`src/rtl/sine_dac_sequencer_pkg.sv`:
```
// Shared definitions for the sine DAC sequencer: state encoding, DAC channel
// codes and divider defaults.
package sine_dac_sequencer_pkg;

    typedef enum logic [2:0] {
        ST_IDLE,
        ST_FETCH_A,
        ST_FETCH_B,
        ST_CAP_B,
        ST_SEND_A,
        ST_WAIT_A,
        ST_SEND_B,
        ST_WAIT_B
    } seq_state_t;

    localparam logic DAC_CHAN_A = 1'b0;
    localparam logic DAC_CHAN_B = 1'b1;

    localparam int unsigned DEFAULT_DIV_COUNT = 5000;
    localparam int unsigned DIV_WIDTH         = 16;

endpackage

```
`src/rtl/sine_dac_sequencer_if.sv`:
```
// Shared ROM read port and spi2dac request bus driven by the sequencer.
interface sine_dac_sequencer_if #(
    parameter int unsigned A_BITS = 10,
    parameter int unsigned D_BITS = 10
);

    logic [A_BITS-1:0] ROM_ADDR;
    logic              ROM_EN;
    logic [D_BITS-1:0] ROM_DATA;
    logic [D_BITS-1:0] DAC_DATA;
    logic              DAC_CHAN;
    logic              DAC_START;
    logic              DAC_BUSY;

    modport master (
        output ROM_ADDR,
        output ROM_EN,
        input  ROM_DATA,
        output DAC_DATA,
        output DAC_CHAN,
        output DAC_START,
        input  DAC_BUSY
    );

    modport slave (
        input  ROM_ADDR,
        input  ROM_EN,
        output ROM_DATA,
        input  DAC_DATA,
        input  DAC_CHAN,
        input  DAC_START,
        output DAC_BUSY
    );

endinterface

```
`src/rtl/sine_dac_sequencer_sample_tick_div.sv`:
```
// Free-running divider: counts 0..DIV_COUNT-1 and flags the last count as the
// sample tick.
module sample_tick_div
    import sine_dac_sequencer_pkg::*;
#(
    parameter int unsigned DIV_COUNT = DEFAULT_DIV_COUNT
) (
    input  logic clk,
    input  logic rst_n,
    output logic tick
);

    localparam logic [DIV_WIDTH-1:0] LAST = DIV_WIDTH'(DIV_COUNT - 1);

    logic [DIV_WIDTH-1:0] count;

    always_ff @(posedge clk or negedge rst_n) begin
        if (!rst_n) begin
            count <= '0;
        end else if (count == LAST) begin
            count <= '0;
        end else begin
            count <= count + DIV_WIDTH'(1);
        end
    end

    assign tick = (count == LAST);

endmodule

```
`src/rtl/sine_dac_sequencer.sv`:
```
// Two-channel phase-accumulator sequencer: per sample tick it reads the shared
// sine ROM for both channels and hands both samples to the single SPI DAC.
module sine_dac_sequencer
    import sine_dac_sequencer_pkg::*;
#(
    parameter int unsigned DIV_COUNT = DEFAULT_DIV_COUNT,
    parameter int unsigned A_BITS    = 10,
    parameter int unsigned D_BITS    = 10
) (
    input  logic                        CLOCK_50,
    input  logic                        RESET_N,
    input  logic                        ENABLE,
    input  logic [A_BITS-1:0]           STEP_A,
    input  logic [A_BITS-1:0]           STEP_B,
    sine_dac_sequencer_if.master        bus,
    output logic [D_BITS-1:0]           PWM_DATA,
    output logic                        SAMPLE_TICK,
    output logic                        OVERRUN
);

    seq_state_t        state;
    logic [A_BITS-1:0] phase_a;
    logic [A_BITS-1:0] phase_b;
    logic [A_BITS-1:0] step_a;
    logic [A_BITS-1:0] step_b;
    logic [D_BITS-1:0] sample_a;
    logic [D_BITS-1:0] sample_b;
    logic [A_BITS-1:0] rom_addr;
    logic              rom_en;
    logic [D_BITS-1:0] dac_data;
    logic              dac_chan;
    logic [D_BITS-1:0] pwm_data;
    logic              overrun;
    logic              settle;

    sample_tick_div #(
        .DIV_COUNT (DIV_COUNT)
    ) u_div (
        .clk   (CLOCK_50),
        .rst_n (RESET_N),
        .tick  (SAMPLE_TICK)
    );

    always_ff @(posedge CLOCK_50 or negedge RESET_N) begin
        if (!RESET_N) begin
            state    <= ST_IDLE;
            phase_a  <= '0;
            phase_b  <= '0;
            step_a   <= '0;
            step_b   <= '0;
            sample_a <= '0;
            sample_b <= '0;
            rom_addr <= '0;
            rom_en   <= 1'b0;
            dac_data <= '0;
            dac_chan <= DAC_CHAN_A;
            pwm_data <= '0;
            overrun  <= 1'b0;
            settle   <= 1'b0;
        end else begin
            if (SAMPLE_TICK && state != ST_IDLE) begin
                overrun <= 1'b1;
            end

            case (state)
                ST_IDLE: begin
                    if (SAMPLE_TICK && ENABLE) begin
                        step_a   <= STEP_A;
                        step_b   <= STEP_B;
                        rom_addr <= phase_a;
                        rom_en   <= 1'b1;
                        state    <= ST_FETCH_A;
                    end
                end
                ST_FETCH_A: begin
                    rom_addr <= phase_b;
                    rom_en   <= 1'b1;
                    state    <= ST_FETCH_B;
                end
                ST_FETCH_B: begin
                    sample_a <= bus.ROM_DATA;
                    rom_en   <= 1'b0;
                    state    <= ST_CAP_B;
                end
                ST_CAP_B: begin
                    sample_b <= bus.ROM_DATA;
                    dac_data <= sample_a;
                    dac_chan <= DAC_CHAN_A;
                    state    <= ST_SEND_A;
                end
                ST_SEND_A: begin
                    if (!bus.DAC_BUSY) begin
                        pwm_data <= sample_a;
                        settle   <= 1'b1;
                        state    <= ST_WAIT_A;
                    end
                end
                // BUSY only rises the cycle after START, so the first WAIT cycle is skipped.
                ST_WAIT_A: begin
                    if (settle) begin
                        settle <= 1'b0;
                    end else if (!bus.DAC_BUSY) begin
                        dac_data <= sample_b;
                        dac_chan <= DAC_CHAN_B;
                        state    <= ST_SEND_B;
                    end
                end
                ST_SEND_B: begin
                    if (!bus.DAC_BUSY) begin
                        settle <= 1'b1;
                        state  <= ST_WAIT_B;
                    end
                end
                ST_WAIT_B: begin
                    if (settle) begin
                        settle <= 1'b0;
                    end else if (!bus.DAC_BUSY) begin
                        phase_a <= phase_a + step_a;
                        phase_b <= phase_b + step_b;
                        state   <= ST_IDLE;
                    end
                end
                default: begin
                    state <= ST_IDLE;
                end
            endcase
        end
    end

    // START is gated by live BUSY so it fires within the SEND cycle itself and
    // can never coincide with a busy serialiser.
    assign bus.DAC_START = ((state == ST_SEND_A) || (state == ST_SEND_B)) && !bus.DAC_BUSY;

    assign bus.ROM_ADDR = rom_addr;
    assign bus.ROM_EN   = rom_en;
    assign bus.DAC_DATA = dac_data;
    assign bus.DAC_CHAN = dac_chan;
    assign PWM_DATA     = pwm_data;
    assign OVERRUN      = overrun;

endmodule

```
`src/flat_wrapper.sv`:
```
// flat-port wrapper written by rule: the top's interface ports become plain ports
module sine_dac_sequencer_flat import sine_dac_sequencer_pkg::*;
#(
    parameter int unsigned DIV_COUNT = DEFAULT_DIV_COUNT,
    parameter int unsigned A_BITS    = 10,
    parameter int unsigned D_BITS    = 10
)
  (CLOCK_50, RESET_N, ENABLE, STEP_A, STEP_B, PWM_DATA, SAMPLE_TICK, OVERRUN, bus_ROM_ADDR, bus_ROM_EN, bus_ROM_DATA, bus_DAC_DATA, bus_DAC_CHAN, bus_DAC_START, bus_DAC_BUSY);
  sine_dac_sequencer_if #(.A_BITS(A_BITS), .D_BITS(D_BITS)) bus_i ();
  input  logic CLOCK_50;
  input  logic RESET_N;
  input  logic ENABLE;
  input  logic [A_BITS-1:0] STEP_A;
  input  logic [A_BITS-1:0] STEP_B;
  output logic [D_BITS-1:0] PWM_DATA;
  output logic SAMPLE_TICK;
  output logic OVERRUN;
  output wire logic [$bits(bus_i.ROM_ADDR)-1:0] bus_ROM_ADDR;
  output wire logic [$bits(bus_i.ROM_EN)-1:0] bus_ROM_EN;
  input wire logic [$bits(bus_i.ROM_DATA)-1:0] bus_ROM_DATA;
  output wire logic [$bits(bus_i.DAC_DATA)-1:0] bus_DAC_DATA;
  output wire logic [$bits(bus_i.DAC_CHAN)-1:0] bus_DAC_CHAN;
  output wire logic [$bits(bus_i.DAC_START)-1:0] bus_DAC_START;
  input wire logic [$bits(bus_i.DAC_BUSY)-1:0] bus_DAC_BUSY;
  assign bus_ROM_ADDR = bus_i.ROM_ADDR;
  assign bus_ROM_EN = bus_i.ROM_EN;
  assign bus_i.ROM_DATA = bus_ROM_DATA;
  assign bus_DAC_DATA = bus_i.DAC_DATA;
  assign bus_DAC_CHAN = bus_i.DAC_CHAN;
  assign bus_DAC_START = bus_i.DAC_START;
  assign bus_i.DAC_BUSY = bus_DAC_BUSY;
  sine_dac_sequencer #(.DIV_COUNT(DIV_COUNT), .A_BITS(A_BITS), .D_BITS(D_BITS)) u_core (.CLOCK_50(CLOCK_50), .RESET_N(RESET_N), .ENABLE(ENABLE), .STEP_A(STEP_A), .STEP_B(STEP_B), .bus(bus_i), .PWM_DATA(PWM_DATA), .SAMPLE_TICK(SAMPLE_TICK), .OVERRUN(OVERRUN));
endmodule
```
`config.mk`:
```
export PLATFORM = sky130hd
export DESIGN_NAME = sine_dac_sequencer_flat
export DESIGN_NICKNAME = d
export VERILOG_FILES = /design/src/rtl/sine_dac_sequencer_pkg.sv /design/src/rtl/sine_dac_sequencer_if.sv /design/src/rtl/sine_dac_sequencer_sample_tick_div.sv /design/src/rtl/sine_dac_sequencer.sv /design/src/flat_wrapper.sv
export SDC_FILE = /design/constraint.sdc
export NUM_CORES = 1
export LEC_CHECK = 0
export CORE_MARGIN = 3
export CORE_UTILIZATION = 55
export DETAILED_ROUTE_END_ITERATION = 10
export GPL_TIMING_DRIVEN = 0
export PLACE_DENSITY_LB_ADDON = 0.2
export SKIP_LAST_GASP = 1
export SLEW_MARGIN = 20
export SYNTH_ARGS = -nofsm -noshare
export SYNTH_HDL_FRONTEND = slang
export SYNTH_SLANG_ARGS = --single-unit
```
`constraint.sdc`:
```
create_clock -name CLOCK_50 -period 2.3 [get_ports CLOCK_50]
set_input_delay 0.23 -clock CLOCK_50 [delete_from_list [all_inputs] [get_ports CLOCK_50]]
set_output_delay 0.23 -clock CLOCK_50 [all_outputs]
set_load 0.005 [all_outputs]
```
==> results of run 1 <==
## worst register-to-register path, cell delays in order (launching register included)
cell      delay (ns)
dfrtp_1         0.41
ha_1            0.35
o21ai_0         0.14
o21ai_0         0.41
nand3b_1        0.17
a2111o_1        0.43
o211ai_1        0.10
## cell families after synthesis
family	Yosys count
buffers and inverters	41
muxes	52
AOI/OAI and AO/OA	120
DFF	113
and+or+nand+nor	141
xor gates and xnor gates	22
adders and majority gates	25
## cells in the final DEF, fill, tap and decap left out, drive strengths merged, types with 4 or more instances in the layout
cell type / instances
o21ai: 35
buf: 13
nand2: 77
xor2: 13
nand3: 11
clkbuf: 28
xnor2: 9
ha: 23
nor3: 9
nor2: 18
o31a: 4
nand4: 5
a211oi: 4
dfrtp: 113
inv: 27
clkdlybuf4s50: 65
o22ai: 10
a21o: 6
o2111ai: 4
mux2i: 11
clkinvlp: 7
a211o: 4
o21a: 8
a21oi: 29
nor2b: 4
mux2: 41
## routing by layer
layer	track usage [%]	up-vias
li1	-	2031
met5	0	-
met2	38.1	108
met3	6.98	20
met4	9.32	0
met1	29.8	2110
## synthesized netlist by cell type (3+ instances only)
| library cell | instances |
|---|---|
| ha_1 | 23 |
| nand4b_1 | 3 |
| nor2_1 | 18 |
| mux2i_1 | 11 |
| buf_2 | 6 |
| a211oi_1 | 4 |
| o21a_1 | 8 |
| mux2_4 | 20 |
| and3_1 | 3 |
| a21oi_1 | 28 |
| nand4_1 | 4 |
| xnor2_1 | 9 |
| dfrtp_1 | 113 |
| o21ai_0 | 33 |
| o2111ai_1 | 4 |
| a31oi_1 | 3 |
| a21o_1 | 6 |
| o31a_1 | 4 |
| nor3_1 | 9 |
| inv_1 | 21 |
| xor2_1 | 13 |
| nand2_1 | 77 |
| o22ai_1 | 10 |
| nand3_1 | 11 |
| nand3b_1 | 3 |
| a211o_1 | 4 |
| clkbuf_1 | 10 |
| nor2b_1 | 4 |
| mux2_2 | 20 |
## cell type report
class,count,area [um2],share of cell area [%]
clock inverters,14,110,1.55
repair buffers,73,743,10.5
well taps,133,166,2.35
plain buffers,18,92.6,1.31
multi-input cells,360,2640,37.2
flip-flops and latches,113,2830,39.9
inverters,23,88.8,1.25
clock buffers,18,418,5.90
## metrics by stage
step	total power [uW]	area (um2)	util, %
6_report	7360	7090	71.8
5_1_grt	7800	7090	71.8
2_1_floorplan	4020	5620	-
3_3_place_gp	4960	6470	65.6
3_5_place_dp	5050	6500	65.9
4_1_cts	7400	7070	71.7
## power by group
part | total (uW) | internal, uW | switching (uW)
Sequential | 2850 | 2520 | 332
Combinational | 2190 | 1140 | 1050
Clock | 2320 | 1330 | 988
## worst paths after layout
kind                              startpoint            endpoint  slack (ns)  depth (start not counted)
min in group CLOCK_50        bus_ROM_DATA[9]  u_core.sample_a[9]        0.27                          3
setup / recovery           u_core.phase_a[2]   u_core.phase_a[9]        0.21                          6
hold reg to reg               u_core.OVERRUN      u_core.OVERRUN        0.46                          1
max in group asynchronous            RESET_N   u_core.phase_a[4]        1.40                          3
setup reg to reg           u_core.phase_a[2]   u_core.phase_a[9]        0.21                          6
hold / removal                       RESET_N    u_core.step_b[3]        0.22                          2
## state kept, by name, indices dropped and copies added (netlist names)
name                 count
u_core.phase_b          10
u_core.state             3
u_core.bus.ROM_EN        1
u_core.sample_a         10
u_core.PWM_DATA         10
u_core.u_div.count      16
u_core.bus.DAC_DATA     10
u_core.step_b           10
u_core.bus.ROM_ADDR     10
u_core.phase_a          10
u_core.step_a           10
u_core.OVERRUN           1
u_core.sample_b         10
u_core.bus.DAC_CHAN      1
u_core.settle            1
## what timing repair did
item / CTS / global route
pin swaps: 0 / 2
hold endpoints to repair: 52 / 0
setup endpoints to repair: 2 / 1
hold buffers: 1 / 0
resized for setup: 7 / 2
setup buffers: 1 / 2
==> impl_metrics.tcl, run 1 <==
set metrics [dict create \
    status "completed" \
    path_buf_inv 0 \
    routedLengthMet1_um 5460 \
    irDropWorstVdd_mv 0.710 \
    synthCells 514 \
    syn_area_per_cell_um2 10.9 \
    slowest_stage "a2111o_1" \
    finalSetupViolCount 0 \
    leakage_uw 0.00335 \
    start_kind "flip-flop" \
    pre_cts_slack_ns 0.116 \
    final-instance-count-excl-fill 752 \
    drt_iter0_drc 191 \
    synth-compound-area-share_pct 13.5 \
    worst_pin_slew_ns 0.663 \
    synth_mux_area_share_pct 11.5 \
    grt_usage_pct 23.6 \
    rsz0062_at_grt "no" \
    die_w_um 107 \
    p_per_area_nw_per_um2 1040 \
    routabilityCongestion 0.841 \
    worst_hold_slack_ns 0.222 \
    initial_utilization_pct 57.0 \
    grt_max_degree 62 \
    die_h_um 107 \
    areaGrowthSynthToFinish_pct 26.1 \
    vias 4269 \
    cp_top_family "compound AO/OA/AOI/OAI gates" \
    grt_pass1_vias 4336 \
    synthFlopType "dfrtp_1" \
    period_share_pct 90.7 \
    dieArea_um2 11500 \
    dr_wl_met2_um 6360 \
    path_cells "ha_1, o21ai_0, o21ai_0, nand3b_1, a2111o_1, o211ai_1" \
    gr-total-overflow 0 \
    io_pins 69 \
    routed.top_layer "met4" \
    synth_top_cell_area_share_pct 50.3 \
    wl_met3_um 726 \
    async_flop_share_pct 100 \
    synth.net_count 573 \
    end_kind "flip-flop" \
    synth_area_leaders "dfrtp_1, mux2_4, nand2_1, ha_1, mux2_2" \
    wl_per_cell_um 17.0 \
    port_buffers 68 \
    nets 665 \
    grt_first_pass_wirelength_um 21100 \
    core_um2 9860 \
    final_max_slew_viol_count 0 \
    slowest_delay_ns 0.43 \
    drive_above_1_share_pct 15.3 \
    avgViaCountPerCell 5.68 \
    synth-edff-count 0 \
    synth_top_family_by_area "compound AO/OA/AOI/OAI gates" \
    rows 36 \
    clkSinkCount 113 \
    ctsLongestPathBuffers 2 \
    cts_buffers 17 \
    placed_cells 716 \
    fmax_mhz 479 \
    slew-limit-headroom_pct 55.8 \
    worst_slack_ns 0.214 \
    ys_ff_latch 113 \
    dp_hpwl_um 8480 \
    tns_ns 0 \
    syn-cell-area_um2 5620 \
    cts_tree "built" \
    crit_fanout 4 \
    wirelength_um 12800 \
    n_fill_cell 700 \
    yosysWarnings 0 \
    critPathMostFrequentCell "o21ai_0" \
    h-tree-depth 4 \
    antenna_found_initial 0 \
    synthSimpleGateAreaFrac_pct 12.3 \
    antenna_cells 0 \
    drv_cap 0 \
    yosysTopAreaCell "dfrtp_1" \
    clock_latency_ns 0.52 \
    seq_area_frac_synth_pct 50.3 \
    layout_min_cycle_time_ns 2.09 \
    synthAdderAreaFrac_pct 5.83 \
    arrival_ns 2.53 \
    firstDrtPassIters 5 \
    synth_xor_area_share_pct 3.43 \
    final-hold-violation-count 0 \
    hold_class "in2async" \
    clk_pin_slew_worst_paths_ns 0.06 \
    crit_required_ns 2.74 \
    ys_types 52 \
    fin_skew_ns 0.00778 \
    path_class "reg2reg" \
    drcViolationCount 0 \
    drtAntennaViolNets 0 \
    root_buffer "clkbuf_8" \
]
Power figures use the tool's default switching activity.
==> run 2: changes to the inputs <==
==> constraint.sdc (replaced) <==
create_clock -name CLOCK_50 -period 2.3 [get_ports CLOCK_50]
set_input_delay 0.46 -clock CLOCK_50 [delete_from_list [all_inputs] [get_ports CLOCK_50]]
set_output_delay 0.46 -clock CLOCK_50 [all_outputs]
set_load 0.005 [all_outputs]
==> run 2 against run 1 <==
Die area is the same; worst setup slack lost 0.14 ns; final area grew 1.1%; wire length grew 1.4%; flip-flop and latch count is the same; total power grew 0.48%; clock skew shrank 0.00094 ns; sequential share of layout area shrank 0.39 points; largest power group unchanged.
==> impl_metrics.tcl, run 2 (synthesis gave the netlist of run 1 again) <==
set metrics [dict create \
    dieArea_um2 11500 \
    intPower_uw 5010 \
    rows 36 \
    reg2regPathDepth 6 \
    p_clk_share_pct 31.4 \
    end_kind "output pin" \
    worst_pin_slew_ns 0.668 \
    clkSinkCount 113 \
    cts_tree "built" \
    h-tree-depth 4 \
    totalPowerFinal_uw 7400 \
    drv_cap 0 \
    arrival_ns 1.77 \
    drtAntennaViolNets 0 \
    switchingPower_uw 2390 \
    n_fill_cell 691 \
    final_area_um2 7160 \
    cts_buffers 17 \
    fmax_mhz 449 \
    multi_input_area_um2 2660 \
    antenna_found_initial 0 \
    seq_power_share_pct 38.6 \
    final_common_cell "dfrtp_1" \
    dr_wl_met2_um 6430 \
    final-hold-violation-count 0 \
    fin_skew_ns 0.00684 \
    drt_iter0_drc 194 \
    start_kind "flip-flop" \
    drcViolationCount 0 \
    clk_pin_slew_worst_paths_ns 0.06 \
    r2r-end "u_core.phase_a[9]" \
    dp_hpwl_um 8480 \
    slowest_delay_ns 0.44 \
    core_um2 9860 \
    grt_first_pass_wirelength_um 21300 \
    pre_cts_slack_ns -0.114 \
    initial_utilization_pct 57.0 \
    gr-total-overflow 0 \
    hold_class "in2async" \
    firstDrtPassIters 4 \
    slowest_stage "dfrtp_2" \
    grt_pass1_vias 4416 \
    worst_hold_slack_ns 0.451 \
    avgViaCountPerCell 5.68 \
    routabilityCongestion 0.841 \
    comb_power_share_pct 30.0 \
    path_cells "nor4b_4, nand4_4, inv_4, clkdlybuf4s15_1" \
    period_share_pct 96.8 \
    finalSetupViolCount 0 \
    largest_reg_flops 16 \
    slew-limit-headroom_pct 55.5 \
    io_pins 69 \
    rsz0062_at_grt "no" \
    wl_met3_um 841 \
    fin_util_pct 72.6 \
    final_max_slew_viol_count 0 \
    status "completed" \
    crit_fanout 3 \
    antenna_cells 0 \
    leakage_uw 0.00337 \
    die_w_um 107 \
    areaGrowthSynthToFinish_pct 27.4 \
    routed.top_layer "met4" \
    layout_min_cycle_time_ns 2.23 \
    grt_usage_pct 23.8 \
    port_buffers 68 \
    placed_cell_area_um2 6500 \
    crit_required_ns 1.84 \
    vias 4317 \
    drive_above_1_share_pct 17.5 \
    wl_per_cell_um 17.0 \
    r2r_setup_slack_ns 0.21 \
    clock_latency_ns 0.53 \
    regArea_um2 2830 \
    nets 673 \
    worst_slack_ns 0.0727 \
    mostFrequentLayoutCells "dfrtp_1, nand2_1, clkdlybuf4s50_1, o21ai_0, a21oi_1" \
    ctsLongestPathBuffers 2 \
    reg2reg_from "u_core.phase_a[2]" \
    die_h_um 107 \
    irDropWorstVdd_mv 0.788 \
    regMostFlops "u_core.u_div.count" \
    p_per_area_nw_per_um2 1030 \
    routedLengthMet1_um 5430 \
    path_class "reg2out" \
    root_buffer "clkbuf_8" \
    grt_max_degree 62 \
    sw_frac_of_total_pct 32.3 \
    wirelength_um 12900 \
]
[run 2: changes by cell type in the layout (fill, tap and decap cells not counted), sizes merged]
cell	delta
dlymetal6s2s	-1
dlygate4sd2	-1
clkdlybuf4s15	+1
clkbuf	+1
buf	+8
[run 2: per-layer routing]
| layer | track usage, % | vias to the layer above |
|---|---|---|
| li1 | - | 2044 |
| met3 | 7.22 | 23 |
| met2 | 38.5 | 122 |
| met4 | 10.2 | 0 |
| met1 | 29.5 | 2128 |
| met5 | 0 | - |
[run 2: how the worst max path moves through the flow]
stage | startpoint | end | slack, ns | depth (start not counted)
finish | u_core.u_div.count[3] | SAMPLE_TICK | 0.07 | 4
detailed placement | bus_DAC_BUSY | u_core.phase_b[8] | -0.11 | 6
CTS | u_core.state[0] | bus_DAC_START | 0.02 | 6
floorplan | u_core.phase_b[3] | u_core.phase_b[9] | 0.49 | 6
global placement | RESET_N | u_core.PWM_DATA[3] | -3.44 | 1
global route | u_core.u_div.count[3] | SAMPLE_TICK | 0.006 | 4
[run 2: power groups by stage]
| stage | clock [uW] | sequential [uW] | combinational (uW) |
|---|---|---|---|
| after detailed placement | 0 | 2880 | 2170 |
| after global placement | 0 | 2850 | 2110 |
| final | 2320 | 2850 | 2220 |
| after floorplan | 0 | 2820 | 1210 |
| after global routing | 2460 | 2910 | 2460 |
| after CTS | 2350 | 2850 | 2210 |
[run 2: stage by stage]
| stage | cells | TNS (ns) |
|---|---|---|
| after floorplan | 514 | 0 |
| after global placement | 715 | -388.07 |
| after detailed placement | 716 | -0.444 |
| after CTS | 757 | 0 |
| after global routing | 760 | 0 |
| final | 760 | 0 |
[run 2: layout make-up]
type                    count  share of cell area, %
clock buffers              18                   5.83
inverters                  23                   1.24
repair buffers             81                   11.1
plain buffers              18                   1.29
well taps                 133                   2.32
clock inverters            14                   1.54
multi-input cells         360                   37.1
flip-flops and latches    113                   39.5
[run 2: worst max-delay path: cells and delay by family, from the launching register on]
family	cells	cell delay, ns
simple gates	2	0.51
buf+inv	2	0.29
flops	1	0.44
[run 2: what timing repair did]
item	CTS	global route
gates cloned	0	0
endpoints found under the hold margin	52	0
hold buffers	1	0
setup buffers	8	3
resized for setup	13	6
setup endpoints to repair	2	2
pin swaps	3	2
